--- config.mk ---
export PLATFORM = sky130hd
export DESIGN_NAME = mmio_uart_tx_flat
export DESIGN_NICKNAME = d
export VERILOG_FILES = /design/src/rtl/mmio_uart_tx_if.sv /design/src/rtl/mmio_uart_tx.sv /design/src/flat_wrapper.sv
export SDC_FILE = /design/constraint.sdc
export NUM_CORES = 1
export LEC_CHECK = 0
export BUFFER_PORTS_ARGS = -buffer_cell sky130_fd_sc_hd__clkbuf_2
export CORE_MARGIN = 4
export CORE_UTILIZATION = 45
export DETAILED_ROUTE_END_ITERATION = 8
export PLACE_DENSITY = 0.78
export SYNTH_ARGS = -nofsm -noshare
export SYNTH_HDL_FRONTEND = slang
export SYNTH_SLANG_ARGS = --single-unit
--- constraint.sdc ---
create_clock -name clk -period 2.3 [get_ports clk]
set_clock_uncertainty 0.05 [all_clocks]
set_input_delay 0.115 -clock clk [delete_from_list [all_inputs] [get_ports clk]]
set_output_delay 0.115 -clock clk [all_outputs]
set_load 0.03 [all_outputs]
--- src/rtl/mmio_uart_tx_if.sv ---
// Memory-mapped bus between the core's data-memory port and the UART transmitter.
interface mmio_uart_tx_if;
   logic [31:0] addr;
   logic        we;
   logic [31:0] wd;
   logic [31:0] rd;
   logic        sel;

   modport master (output addr, we, wd, input rd, sel);
   modport slave  (input addr, we, wd, output rd, sel);
endinterface

--- src/rtl/mmio_uart_tx.sv ---
// MMIO UART transmitter: TXDATA/STATUS registers, TX queue and 8N1 serialiser.
// Define UART_TX_FIFO_EN for a 4-entry queue; otherwise a single holding register.
module mmio_uart_tx #(
   parameter logic [31:0] BASE_ADDR    = 32'h1000_0000,
   parameter int          CLKS_PER_BIT = 868
) (
   input  logic            clk,
   input  logic            rst_n,
   mmio_uart_tx_if.slave   bus,
   output logic            tx
);

   localparam int              CNT_W    = $clog2(CLKS_PER_BIT);
   localparam logic [CNT_W-1:0] CNT_LAST = CNT_W'(CLKS_PER_BIT - 1);

   typedef enum logic [1:0] {IDLE, START, DATA, STOP} state_t;

   state_t           state, state_n;
   logic [CNT_W-1:0] bit_cnt, bit_cnt_n;
   logic [2:0]       bit_idx, bit_idx_n;
   logic [7:0]       shreg, shreg_n;
   logic             tx_n;
   logic             pop, push, full, empty, ovf;
   logic [7:0]       head;
   logic [1:0]       offset;
   logic             wr_txdata, wr_status, busy, bit_last;
   logic             unused_bits;

   assign offset      = bus.addr[3:2];
   assign bus.sel     = (bus.addr[31:4] == BASE_ADDR[31:4]);
   assign wr_txdata   = bus.sel && bus.we && (offset == 2'd0);
   assign wr_status   = bus.sel && bus.we && (offset == 2'd1);
   assign push        = wr_txdata && !full;
   assign busy        = (state != IDLE);
   assign bit_last    = (bit_cnt == CNT_LAST);
   assign unused_bits = ^{bus.addr[1:0], bus.wd[31:8]};

   always_comb begin
      bus.rd = 32'd0;
      if (bus.sel && offset == 2'd1)
         bus.rd = {28'd0, ovf, empty, full, busy};
   end

`ifdef UART_TX_FIFO_EN
   logic [7:0] mem [4];
   logic [1:0] wr_ptr, rd_ptr;
   logic [2:0] count;

   assign full  = (count == 3'd4);
   assign empty = (count == 3'd0);
   assign head  = mem[rd_ptr];

   always_ff @(posedge clk) begin
      if (push) mem[wr_ptr] <= bus.wd[7:0];
   end

   always_ff @(posedge clk or negedge rst_n) begin
      if (!rst_n) begin
         wr_ptr <= 2'd0;
         rd_ptr <= 2'd0;
         count  <= 3'd0;
      end else begin
         if (push) wr_ptr <= wr_ptr + 2'd1;
         if (pop)  rd_ptr <= rd_ptr + 2'd1;
         case ({push, pop})
            2'b10:   count <= count + 3'd1;
            2'b01:   count <= count - 3'd1;
            default: count <= count;
         endcase
      end
   end
`else
   logic [7:0] hold;
   logic       occ;

   assign full  = occ;
   assign empty = !occ;
   assign head  = hold;

   // The holding register can never be pushed and popped on the same edge.
   always_ff @(posedge clk or negedge rst_n) begin
      if (!rst_n) begin
         hold <= 8'd0;
         occ  <= 1'b0;
      end else if (push) begin
         hold <= bus.wd[7:0];
         occ  <= 1'b1;
      end else if (pop) begin
         occ  <= 1'b0;
      end
   end
`endif

   // A dropped write re-arms overflow even if software clears it on the same edge.
   always_ff @(posedge clk or negedge rst_n) begin
      if (!rst_n)                         ovf <= 1'b0;
      else if (wr_txdata && full)         ovf <= 1'b1;
      else if (wr_status && bus.wd[3])    ovf <= 1'b0;
   end

   always_ff @(posedge clk or negedge rst_n) begin
      if (!rst_n) begin
         state   <= IDLE;
         bit_cnt <= '0;
         bit_idx <= 3'd0;
         shreg   <= 8'd0;
         tx      <= 1'b1;
      end else begin
         state   <= state_n;
         bit_cnt <= bit_cnt_n;
         bit_idx <= bit_idx_n;
         shreg   <= shreg_n;
         tx      <= tx_n;
      end
   end

   always_comb begin
      state_n   = state;
      bit_cnt_n = bit_cnt;
      bit_idx_n = bit_idx;
      shreg_n   = shreg;
      tx_n      = tx;
      pop       = 1'b0;
      case (state)
         IDLE: begin
            if (!empty) begin
               pop       = 1'b1;
               shreg_n   = head;
               bit_cnt_n = '0;
               state_n   = START;
               tx_n      = 1'b0;
            end
         end
         START: begin
            if (bit_last) begin
               bit_cnt_n = '0;
               state_n   = DATA;
               tx_n      = shreg[0];
            end else begin
               bit_cnt_n = bit_cnt + 1'b1;
            end
         end
         DATA: begin
            if (bit_last) begin
               bit_cnt_n = '0;
               bit_idx_n = bit_idx + 3'd1;
               if (bit_idx == 3'd7) begin
                  state_n = STOP;
                  tx_n    = 1'b1;
               end else begin
                  shreg_n = {1'b0, shreg[7:1]};
                  tx_n    = shreg[1];
               end
            end else begin
               bit_cnt_n = bit_cnt + 1'b1;
            end
         end
         STOP: begin
            if (bit_last) begin
               bit_cnt_n = '0;
               if (!empty) begin
                  pop     = 1'b1;
                  shreg_n = head;
                  state_n = START;
                  tx_n    = 1'b0;
               end else begin
                  state_n = IDLE;
                  tx_n    = 1'b1;
               end
            end else begin
               bit_cnt_n = bit_cnt + 1'b1;
            end
         end
         default: state_n = IDLE;
      endcase
   end

endmodule

--- src/flat_wrapper.sv ---
// flat-port wrapper written by rule: the top's interface ports become plain ports
module mmio_uart_tx_flat 
#(
   parameter logic [31:0] BASE_ADDR    = 32'h1000_0000,
   parameter int          CLKS_PER_BIT = 868
)
  (clk, rst_n, tx, bus_addr, bus_we, bus_wd, bus_rd, bus_sel);
  mmio_uart_tx_if bus_i ();
  input  logic clk;
  input  logic rst_n;
  output logic tx;
  input wire logic [$bits(bus_i.addr)-1:0] bus_addr;
  input wire logic [$bits(bus_i.we)-1:0] bus_we;
  input wire logic [$bits(bus_i.wd)-1:0] bus_wd;
  output wire logic [$bits(bus_i.rd)-1:0] bus_rd;
  output wire logic [$bits(bus_i.sel)-1:0] bus_sel;
  assign bus_i.addr = bus_addr;
  assign bus_i.we = bus_we;
  assign bus_i.wd = bus_wd;
  assign bus_rd = bus_i.rd;
  assign bus_sel = bus_i.sel;
  mmio_uart_tx #(.BASE_ADDR(BASE_ADDR), .CLKS_PER_BIT(CLKS_PER_BIT)) u_core (.clk(clk), .rst_n(rst_n), .bus(bus_i), .tx(tx));
endmodule
### Word level (Yosys, flattened, before mapping)

Index checks and enable logic that the tools add are counted.

* output and inout port bits: 34
* input bits: 67
* logic and storage cells: 72
* register bits: 34

* equal/unequal tests: 13
* reductions and logical operators: 19
* $add $sub $neg: 2
* muxes and demuxes: 30

Operators with widths (count)
* $mux 8: 4
* $eq 28x25->1 const B: 1
* $pmux 8 s3: 1
* $mux 10: 2
* $pmux 10 s2: 1
* $mux 1: 13
* $add 10x1->10 const B: 1
* $eq 10x10->1 const B: 1
* $mux 2: 5
* $ne 2x1->1 const B: 5
* $pmux 2 s4: 1
* $reduce_and 4->1: 2
* $logic_and 1x1->1: 7
* $reduce_bool 2->1: 3
* $reduce_and 5->1: 1
* $eq 2x1->1 const B: 2
* $eq 2x2->1 const B: 2
* $logic_not 2->1: 2
* $mux 4: 1
* $pmux 1 s4: 1
* $add 3x1->3 const B: 1
* $eq 3x3->1 const B: 1
* $reduce_bool 3->1: 1
* $reduce_or 3->1: 1
* 4 further kinds: 4

### Logic depth before layout (Yosys ltp)

* word-level depth: 6
* mapped depth: 7
* depth with buffers taken out: 6

### Worst setup path after synthesis

OpenSTA, ideal clock, no wires.

* path kind: reg-to-reg
* from: reg u_core.state[0]
* to: reg u_core.shreg[0]
* arrival: 1.821 ns
* required time: 2.125 ns
* clock period less this slack: 1.996 ns
* cell stages (with the launch flop): 6
* slack: 0.304 ns
* setup time: 0.125 ns
* buffers on the path: 0
* cell sequence: dfrtp_1 > inv_1 > ha_1 > or4_1 > o311ai_4 > mux2_2

* word-level cells in the longest chain between the ends: 3
* elaborated cells on any way between the ends: 9
* classes of those cells: eq/ne: 5; mux: 1; reduce/logical: 3

RTL lines
* start: declaration: line mmio_uart_tx.sv:18 `state_t state, state_n;`
* start signal: assignment: line mmio_uart_tx.sv:109 `state <= state_n;`
* $eq 2x2->1 / $logic_not 2->1 (equally long branches): line mmio_uart_tx.sv:124 `case (state)`
* $ne 2x1->1 (no source line), or another cell as far along
* $reduce_and 4->1 (no source line)
* end signal: assignment: line mmio_uart_tx.sv:112 `shreg <= shreg_n;`
* end: declaration: line mmio_uart_tx.sv:21 `logic [7:0] shreg, shreg_n;`

Several ways; a longest one is shown, not always the timed one.
A chain may end at the register's enable or synchronous reset.

### Worst setup path after layout

* from: reg u_core.bit_cnt[0]
* to: reg u_core.shreg[3]

* word-level cells in the longest chain between the ends: 3
* elaborated cells on any way between the ends: 4
* classes of those cells: eq/ne: 3; reduce/logical: 1

RTL lines
* start: declaration: line mmio_uart_tx.sv:19 `logic [CNT_W-1:0] bit_cnt, bit_cnt_n;`
* start signal: assignment: line mmio_uart_tx.sv:110 `bit_cnt <= bit_cnt_n;`
* $eq 10x10->1 *: line mmio_uart_tx.sv:35 `assign bit_last = (bit_cnt == CNT_LAST);`
* $ne 2x1->1 (no source line)
* $reduce_and 4->1 (no source line) *

Mark *: on every way between the ends. The rest lies on a longest branch, timed or not.

==> results.cfg <==
[run]
maxCapViolCount = 0

[floorplanning]
core_mm2 = 0.00444
start_util = 0.472
die_width_um = 76.3
die_area_mm2 = 0.00582
rows = 24
fp.dieH_um = 76.3
top_level_ports = 101

[final_layout]
syn2layout_area_growth_pct = 15.0
nets = 327
layout.cells.non_filler = 304
final.fill_count = 419
drive_above_1_share = 0.357
n_antenna_cell = 0

[placed_design]
io_buffer_count = 46
place.gp.congestion = 0.831
dp_hpwl_um = 3250
placedCellCount = 294

[timing]
achievable-frequency_ghz = 0.482
setup_viol = 0
worst_pin_slew_ps = 837
final.period_utilization = 0.902
fin_setup_tns_ps = 0
timing.final.max_slew_violations = 0
rsz0062_at_grt = false
finalHoldViolCount = 0
slew-limit-headroom = 0.442
final.min_clock_period_ps = 2070

[clock_tree]
cts.sink_count = 34
cts.reportedPaths.clkPinSlew_ps = 70
cts_tree = yes
post_cts_resized = 0
htree_num_levels = 2
cts_max_path_buffers = 2
root_buffer = sky130_fd_sc_hd__clkbuf_8
clock_latency_ps = 290
cts_buffers = 5

[global_route]
antenna_found_initial = 0
grt_first_pass_wirelength_um = 7070
first_global_vias = 1546
overall_global_routing_usage = 0.146
grt_overflow_total = 0
grt_start_max_net_pins = 35

[critical_path]
crit_path_start_kind = flop
critical_path_class = reg2reg
timing.critical_path.slowest_cell_delay_ps = 500
crit_path_cell_trace = ha_1 -> and4b_1 -> nand2_1 -> o311ai_4 -> mux2_2
critPathCaptureType = flop
worstRegToRegCells = 5
timing.critical_path.slowest_stage_cell = sky130_fd_sc_hd__o311ai_4
worstPathRequired_ps = 2420
crit_arrival_ps = 2200
cp_max_fo = 8

[logic_synthesis]
synth_flop_cell = sky130_fd_sc_hd__dfrtp_1
netlist_top_cells_area = sky130_fd_sc_hd__dfrtp_1, sky130_fd_sc_hd__mux2_2, sky130_fd_sc_hd__buf_4, sky130_fd_sc_hd__ha_1, sky130_fd_sc_hd__nor4_1
sequential_to_total_area_share_from_yosys_stat = 0.406
synthMostInstantiatedCell = sky130_fd_sc_hd__dfrtp_1
number_of_enable_type_register_cells_in_the_synthesized_netlist = 0
post-synth-top-area-fraction = 0.394
ys_top_cells_by_count = sky130_fd_sc_hd__dfrtp_1, sky130_fd_sc_hd__buf_4, sky130_fd_sc_hd__mux2_2
proportion_of_register_bits_with_asynchronous_set_or_reset_after_synthesis = 1.00
synth_largest_area_cell = sky130_fd_sc_hd__dfrtp_1
netlist_instances = 198
yosys_register_bits = 34
syn_area_per_cell_um2 = 10.6
yosysUniqueCellTypes = 40
mappedNetlistArea_mm2 = 0.00210
synthesis_warnings = 0

[detailed_routing]
first_drt_iteration_drcs = 102
drc_errors = 0
vias_per_cell = 5.23
antenna_violating_nets_post_route = 0
route.detailed.wl_per_inst_um = 13.5
detailroute.via_count = 1589
first_pass_iters = 4
totalWireLength_um = 4100

[worst_hold_path]
holdCritPathClass = in2reg
worstHoldPathCells = 2

[run_status]
outcome = finished, final reports clean

[power_and_ir_drop]
p_leak_uw = 0.00125
pwr_density_cell_mw_per_mm2 = 485
vdd.ir_drop.worst_uv = 337
power by group:
group          switching [uW]  internal, uW  total (uW)
Clock                     219           240         459
Sequential         0.00000552           598         598
Combinational            85.7          29.0         115
Total                     304           867        1170
path summary, 6_finish.rpt:
path	slack (ps)	endpoint	start
worst max-delay path	230	u_core.shreg[3]	u_core.bit_cnt[0]
worst min-delay path	5	u_core.head[6]	bus_wd[6]
worst max register to register	230	u_core.shreg[3]	u_core.bit_cnt[0]
worst min register to register	450	u_core.bit_idx[0]	u_core.bit_idx[0]
max in group asynchronous	1270	u_core.bit_cnt[4]	rst_n
min in group asynchronous	410	u_core.bit_cnt[0]	rst_n
cells in the final DEF, fill, tap and decap left out, types with 6 or more instances in the layout:
| cell | n |
|---|---|
| sky130_fd_sc_hd__mux2_2 | 27 |
| sky130_fd_sc_hd__ha_1 | 9 |
| sky130_fd_sc_hd__dfrtp_1 | 33 |
| sky130_fd_sc_hd__nor4_1 | 11 |
| sky130_fd_sc_hd__nor2_1 | 10 |
| sky130_fd_sc_hd__conb_1 | 28 |
| sky130_fd_sc_hd__clkbuf_8 | 6 |
| sky130_fd_sc_hd__nand2_1 | 10 |
| sky130_fd_sc_hd__clkbuf_2 | 46 |
| sky130_fd_sc_hd__xnor2_1 | 6 |
final cells by class:
class / instances / area [um2] / share of cell area
clock buffer: 6 / 82.6 / 0.0342
inverter: 5 / 18.8 / 0.00778
tap: 52 / 65.1 / 0.0270
timing repair buffer: 53 / 288 / 0.119
multi-input combinational: 152 / 1090 / 0.454
clock inverter: 2 / 12.5 / 0.00518
sequential: 34 / 852 / 0.353
worst max-delay path, delay by kind of cell, from the launching register on:
| family | cells | cell delay (ps) |
|---|---|---|
| compound gates | 1 | 500 |
| simple gates | 2 | 410 |
| flops | 1 | 390 |
| fa+ha+maj | 1 | 210 |
| mux | 1 | 400 |
sequential cells by signal, indices dropped and copies added, names as in the netlist:
register and flops:
u_core.ovf 1, u_core.state 2, u_core.head 8, u_core.bit_cnt 10
u_core.shreg 8, u_core.tx 1, u_core.full 1, u_core.bit_idx 3
timing repair:
item	in CTS	in global routing
setup endpoints to repair	0	0
hold buffers	2	0
endpoints found under the hold margin	34	0
buffers inserted	0	0
routing by layer:
| layer | GRT usage | share of wire | up-vias |
|---|---|---|---|
| met2 | 0.255 | 0.49 | 71 |
| li1 | - | - | 752 |
| met1 | 0.163 | 0.41 | 761 |
| met3 | 0.0556 | 0.085 | 5 |
| met5 | 0 | 0 | - |
| met4 | 0.0489 | 0.014 | 0 |
cell families after synthesis:
family / Yosys count / synth area share
other: 1 / 0.00179
AND/OR/NAND/NOR: 62 / 0.173
flip-flops: 34 / 0.406
multiplexers: 27 / 0.145
buffers and inverters: 39 / 0.120
adder cells (fa/ha/maj): 9 / 0.0537
AO/OA/AOI/OAI: 18 / 0.0668
XOR/XNOR: 8 / 0.0334
stage by stage:
step / worst slack, ps / cell area, um2 / total power (uW) / hold slack, ps / utilization
4_1_cts: 216 / 2410 / 1190 / 0.230 / 0.543
3_5_place_dp: 237 / 2300 / 721 / 213 / 0.517
3_3_place_gp: 253 / 2300 / 720 / 200 / 0.517
5_1_grt: 126 / 2410 / 1230 / 0.191 / 0.543
2_1_floorplan: 304 / 2200 / 711 / -231 / -
6_report: 226 / 2410 / 1170 / 5.38 / 0.543
No activity file was read; power rests on OpenSTA's default activity.
